===== src/rtl/pc_pkg.sv =====
// pc_pkg: shared state encoding and PC constants for the sequencer and next-PC logic
package pc_pkg;
    typedef enum logic [2:0] {
        S_IDLE,
        S_FETCH,
        S_LATCH,
        S_EXEC,
        S_HALTED
`ifdef FETCH_TIMEOUT_EN
        , S_ERR
`endif
    } state_t;
    localparam logic [31:0] PC_INCR = 32'd4;
    localparam logic [31:0] START_PC_DEFAULT = 32'h0000_0000;
endpackage


===== src/rtl/pc_next_calc.sv =====
// pc_next_calc: combinational next-PC selection, PC+4 or PC+4+(imm32<<2) on a taken branch
module pc_next_calc
    import pc_pkg::*;
(
    input  logic [31:0] pc,
    input  logic [31:0] imm32,
    input  logic        npc_sel,
    input  logic        zero,
    output logic [31:0] next_pc
);
    assign next_pc = pc + PC_INCR + ((npc_sel & zero) ? imm32 << 2 : 32'd0);
endmodule


===== src/rtl/pc_sequencer.sv =====
// pc_sequencer: multi-cycle PC controller with imem req/ack fetch; FETCH_TIMEOUT_EN adds fetch timeout and ERR state
module pc_sequencer
    import pc_pkg::*;
#(
    parameter logic [31:0] START_PC = START_PC_DEFAULT
`ifdef FETCH_TIMEOUT_EN
    , parameter int TIMEOUT_CYCLES = 16
`endif
) (
    input  logic        CLK,
    input  logic        MasterReset,
    input  logic        start,
    output logic        imem_req,
    output logic [31:0] imem_addr,
    input  logic        imem_ack,
    input  logic [31:0] imem_rdata,
    output logic [31:0] instr,
    output logic        instr_valid,
    input  logic        exec_done,
    input  logic        nPC_Sel,
    input  logic        zero,
    input  logic [31:0] imm32,
    input  logic        halt,
    output logic [31:0] PC,
    output logic        busy,
    output logic        fetch_err
);
    state_t      state;
    logic [31:0] next_pc;
`ifdef FETCH_TIMEOUT_EN
    localparam int CW = $clog2(TIMEOUT_CYCLES + 1);
    logic [CW-1:0] cnt;
`else
    assign fetch_err = 1'b0;
`endif

    pc_next_calc u_next (
        .pc      (PC),
        .imm32   (imm32),
        .npc_sel (nPC_Sel),
        .zero    (zero),
        .next_pc (next_pc)
    );

    assign imem_addr = PC;
    assign busy = (state == S_FETCH) || (state == S_LATCH) || (state == S_EXEC);

    // sequencing FSM: fetch handshake, instruction latch, PC update and restart
    always_ff @(posedge CLK or posedge MasterReset) begin
        if (MasterReset) begin
            state       <= S_IDLE;
            PC          <= START_PC;
            instr       <= '0;
            instr_valid <= 1'b0;
            imem_req    <= 1'b0;
`ifdef FETCH_TIMEOUT_EN
            fetch_err   <= 1'b0;
            cnt         <= '0;
`endif
        end else begin
            instr_valid <= 1'b0;
            case (state)
                S_IDLE: if (start) begin
                    state    <= S_FETCH;
                    imem_req <= 1'b1;
`ifdef FETCH_TIMEOUT_EN
                    cnt      <= '0;
`endif
                end
                S_FETCH: if (imem_ack) begin
                    instr       <= imem_rdata;
                    instr_valid <= 1'b1;
                    imem_req    <= 1'b0;
                    state       <= S_LATCH;
                end
`ifdef FETCH_TIMEOUT_EN
                else if (cnt == CW'(TIMEOUT_CYCLES - 1)) begin
                    state     <= S_ERR;
                    fetch_err <= 1'b1;
                    imem_req  <= 1'b0;
                end else begin
                    cnt <= cnt + CW'(1);
                end
`endif
                S_LATCH: state <= S_EXEC;
                S_EXEC: if (exec_done) begin
                    PC       <= next_pc;
                    state    <= halt ? S_HALTED : S_FETCH;
                    imem_req <= ~halt;
`ifdef FETCH_TIMEOUT_EN
                    cnt      <= '0;
`endif
                end
                S_HALTED: if (start) begin
                    PC       <= START_PC;
                    state    <= S_FETCH;
                    imem_req <= 1'b1;
`ifdef FETCH_TIMEOUT_EN
                    cnt      <= '0;
`endif
                end
`ifdef FETCH_TIMEOUT_EN
                S_ERR: state <= S_ERR;
`endif
                default: state <= S_IDLE;
            endcase
        end
    end
endmodule


===== config.mk =====
export PLATFORM = sky130hd
export DESIGN_NAME = pc_sequencer
export DESIGN_NICKNAME = d
export VERILOG_FILES = /design/src/rtl/pc_pkg.sv /design/src/rtl/pc_next_calc.sv /design/src/rtl/pc_sequencer.sv
export SDC_FILE = /design/constraint.sdc
export NUM_CORES = 1
export LEC_CHECK = 0
export CORE_ASPECT_RATIO = 0.7
export CORE_UTILIZATION = 49
export DETAILED_ROUTE_END_ITERATION = 10
export GPL_ROUTABILITY_DRIVEN = 0
export HOLD_SLACK_MARGIN = 0.08
export MAX_ROUTING_LAYER = met4
export PLACE_DENSITY = 0.87
export SETUP_SLACK_MARGIN = 0.15
export SLEW_MARGIN = 40
export SYNTH_ARGS = -nofsm -noshare
export SYNTH_HDL_FRONTEND = slang
export SYNTH_SLANG_ARGS = --single-unit

===== constraint.sdc =====
create_clock -name CLK -period 5.3 [get_ports CLK]
set_clock_uncertainty 0.15 [all_clocks]
set_input_delay 1.06 -clock CLK [delete_from_list [all_inputs] [get_ports CLK]]
set_output_delay 1.06 -clock CLK [all_outputs]
set_load 0.02 [all_outputs]

==> metrics.md <==
| Metric | Value |
|---|---|
| CP max stage delay | 0.53 ns |
| WP data arrival | 4.47 ns |
| Worst R2R Start | PC[7]$_DFFE_PP0P_ |
| Fin crit share | 82.7% |
| Sink Count | 67 |
| Power Dens Cells | 531 nW/µm² |
| Hold buffers post-CTS | 0 |
| Crit start category | input port |
| Hold crit path type | register to register |
| Worst rel slew slack | 46.7% |
| Total power | 0.00352 W |
| Status | finished, final reports clean |
| Post-synth top cells | 67 x dfrtp_1, 57 x ha_1, 45 x nand2_1 |
| Postcts setup bufs | 0 |
| Dpl cell area | 6320 µm² |
| MaxCap Viol Count | 0 |
| Drt pass-1 iters | 7 |
| DR WL/cell | 17.1 µm |
| Final net count | 761 |
| Final instance area | 6620 µm² |
| Min-delay src | instr[11]$_DFFE_PP0P_ |
| Mean Syn Cell Area | 9.53 µm² |
| Grt ovf | 0 |
| All-layer global routing usage | 27.4% |
| GR Util met3 | 4.76% |
| Top-area cell type share of the netlist area | 35.1% |
| Post-cts sizing count | 0 |
| Yosys cell types | 47 |
| Peak supply drop | 268 µV |
| Sequential area share after synthesis | 35.1% |
| Critical Path Start | nPC_Sel |
| Initial Util | 51.7% |
| Port bufs | 164 |
| N_diodes | 0 |
| Initial antenna violation count | 0 |
| Grt met2 use | 44.8% |
| Crit path required time | 5.38 ns |
| Flops & latches, synth | 67 |
| Crit path kind | input port to register |
| Post-DP HPWL | 9870 µm |
| Vias in the first global route | 4245 |
| Final WL | 13000 µm |
| Worst Path Max Fanout | 13 |
| Root buffer cell | clkbuf_16 |
| Core area | 9250 µm² |
| Clock tree buffer depth | 2 |
| Vias | 4256 |
| Die area | 10200 µm² |
| Placed insts | 744 |
| Die extent in x | 120 µm |
| Chip Height | 84.7 µm |
| Ports | 172 |
| Layout cell share with drive strength beyond 1 | 4.72% |
| Post-Layout Cell Count | 760 |
| Worst setup EP type | register |
| Area grow syn2layout | 38.4% |
| Setup Viol. Count Final | 0 |
| Slew Limit Fails | 0 |
| Clock transition at path regs | 0.06 ns |
| Initial drt markers | 240 |
| Busiest grt layer | met2 |
| Synth area leader | dfrtp_1 |
| Hold Fails Final Rpt | 0 |
| Largest cells by area after synthesis | dfrtp_1 35%, ha_1 15%, mux2_1 7.5% |
| Min Hold Slack | 0.334 ns |
| Main flop type after synthesis | dfrtp_1 |
| Clock buffer count from CTS | 9 |
| EDFF count, synth | 0 |
| First-pass GRT wire length | 21100 µm |
| H-Tree Depth | 3 |
| Cell Area, Synth | 4780 µm² |
| CTS tree | yes |
| Leak | 3.07 nW |
| Achievable Freq | 228 MHz |
| Dominant cell by count in the synthesized netlist | dfrtp_1 |
| Row cnt | 29 |
| ANT nets after route | 0 |
| Clock latency at the later pin of the worst-skew pair | 0.34 ns |
| CP cell instances | clkdlybuf4s50_1 > buf_4 > and3_1 > ha_1 > ha_1 > a21oi_1 > nor2_1 > o2111a_1 > or3_4 > a21oi_4 > nor3_1 > or3_1 > a32o_1 |
| Drt drc | 0 |
| Cell mode on critical path | ha_1 |
| Vias/cell | 5.60 |
| Met1 global-route usage | 34.4% |
| Post-Syn Instances | 502 |
| Asr flop ratio synth | 100% |
| Sum Neg Setup Slack | 0 ns |
| Synth warn | 0 |
| Largest net degree at the start of global routing | 46 |
| Crit-path slowest cell | clkdlybuf4s50_1 |
| Crit path time final | 4.38 ns |
| RSZ-0062 raised after global routing | no |
| Worst slew pin tran | 0.780 ns |
==> cell usage in the layout, fill, tap and decap left out, drive strengths merged, types with 5 or more instances in the layout <==
cell type,count
clkbuf,9
conb,5
nor3,5
buf,8
dfrtp,67
nor2b,8
or3,5
a21oi,35
nor2,10
clkdlybuf4s50,164
mux2,32
ha,57
nand3,5
o21ai,47
nand4,7
a21o,8
xor2,16
xnor2,9
and3,31
inv,14
nand2,45
==> cells by family after synthesis <==
group                      count (synthesis)  synth area share, %
AOI/OAI and AO/OA                        124                 15.8
buffers and inverters                     71                 8.32
muxes                                     32                 7.53
DFF                                       67                 35.1
other                                      1               0.0784
and+or+nand+nor                          124                 13.3
adders and majority gates                 58                 15.3
xor gates and xnor gates                  25                 4.58
==> critical path: cells and delay by family <==
| kind | cells | cell delay, ns |
|---|---|---|
| compound gates | 4 | 0.96 |
| buf+inv | 2 | 0.75 |
| fa+ha+maj | 2 | 0.54 |
| simple gates | 5 | 1.15 |
==> flip-flops by register name, indices dropped and copies added, names as in the netlist <==
| register | cells |
|---|---|
| state | 3 |
| instr_valid | 1 |
| PC | 30 |
| instr | 32 |
| imem_req | 1 |
==> per-stage QoR <==
| stage | utilization [%] | worst slack, ns |
|---|---|---|
| detailed placement | 68.3 | 0.615 |
| global route | 71.5 | 0.731 |
| floorplan | - | 1.20 |
| CTS | 71.5 | 0.968 |
| global placement | 68.2 | 0.681 |
| finish | 71.5 | 0.916 |
==> where the power goes <==
part           internal (W)  total (W)  switching [W]
registers          0.000745   0.000941       0.000196
logic              0.000938    0.00197        0.00104
clock network      0.000367   0.000604       0.000237
total               0.00205    0.00352        0.00147
==> path summary, 6_finish.rpt <==
path	depth (start not counted)	slack, ns	to
worst max-delay path	13	0.92	PC[28]$_DFFE_PP0P_
worst min-delay path	1	0.33	instr[11]$_DFFE_PP0P_
worst max register to register	10	1.95	PC[28]$_DFFE_PP0P_
worst min register to register	1	0.33	instr[11]$_DFFE_PP0P_
max in group asynchronous	3	3.28	PC[4]$_DFFE_PP0P_
min in group asynchronous	2	0.99	instr_valid$_DFF_PP0_
==> final cells by class <==
| type | instances | area [µm²] |
|---|---|---|
| fill | 668 | 2630 |
| sequential | 67 | 1680 |
| clock inverter | 7 | 77.6 |
| inverter | 13 | 51.3 |
| timing repair buffer | 172 | 1700 |
| tap | 124 | 155 |
| clock buffer | 9 | 225 |
| multi-input combinational | 368 | 2730 |
==> per-layer routing <==
layer | wire, µm | vias up | part of all wire [%]
met5 | 0 | - | 0
met4 | 204 | 0 | 1.6
met3 | 809 | 22 | 6.2
met2 | 6190 | 197 | 48
met1 | 5810 | 2012 | 45
li1 | - | 2025 | -
Power figures use the tool's default switching activity.
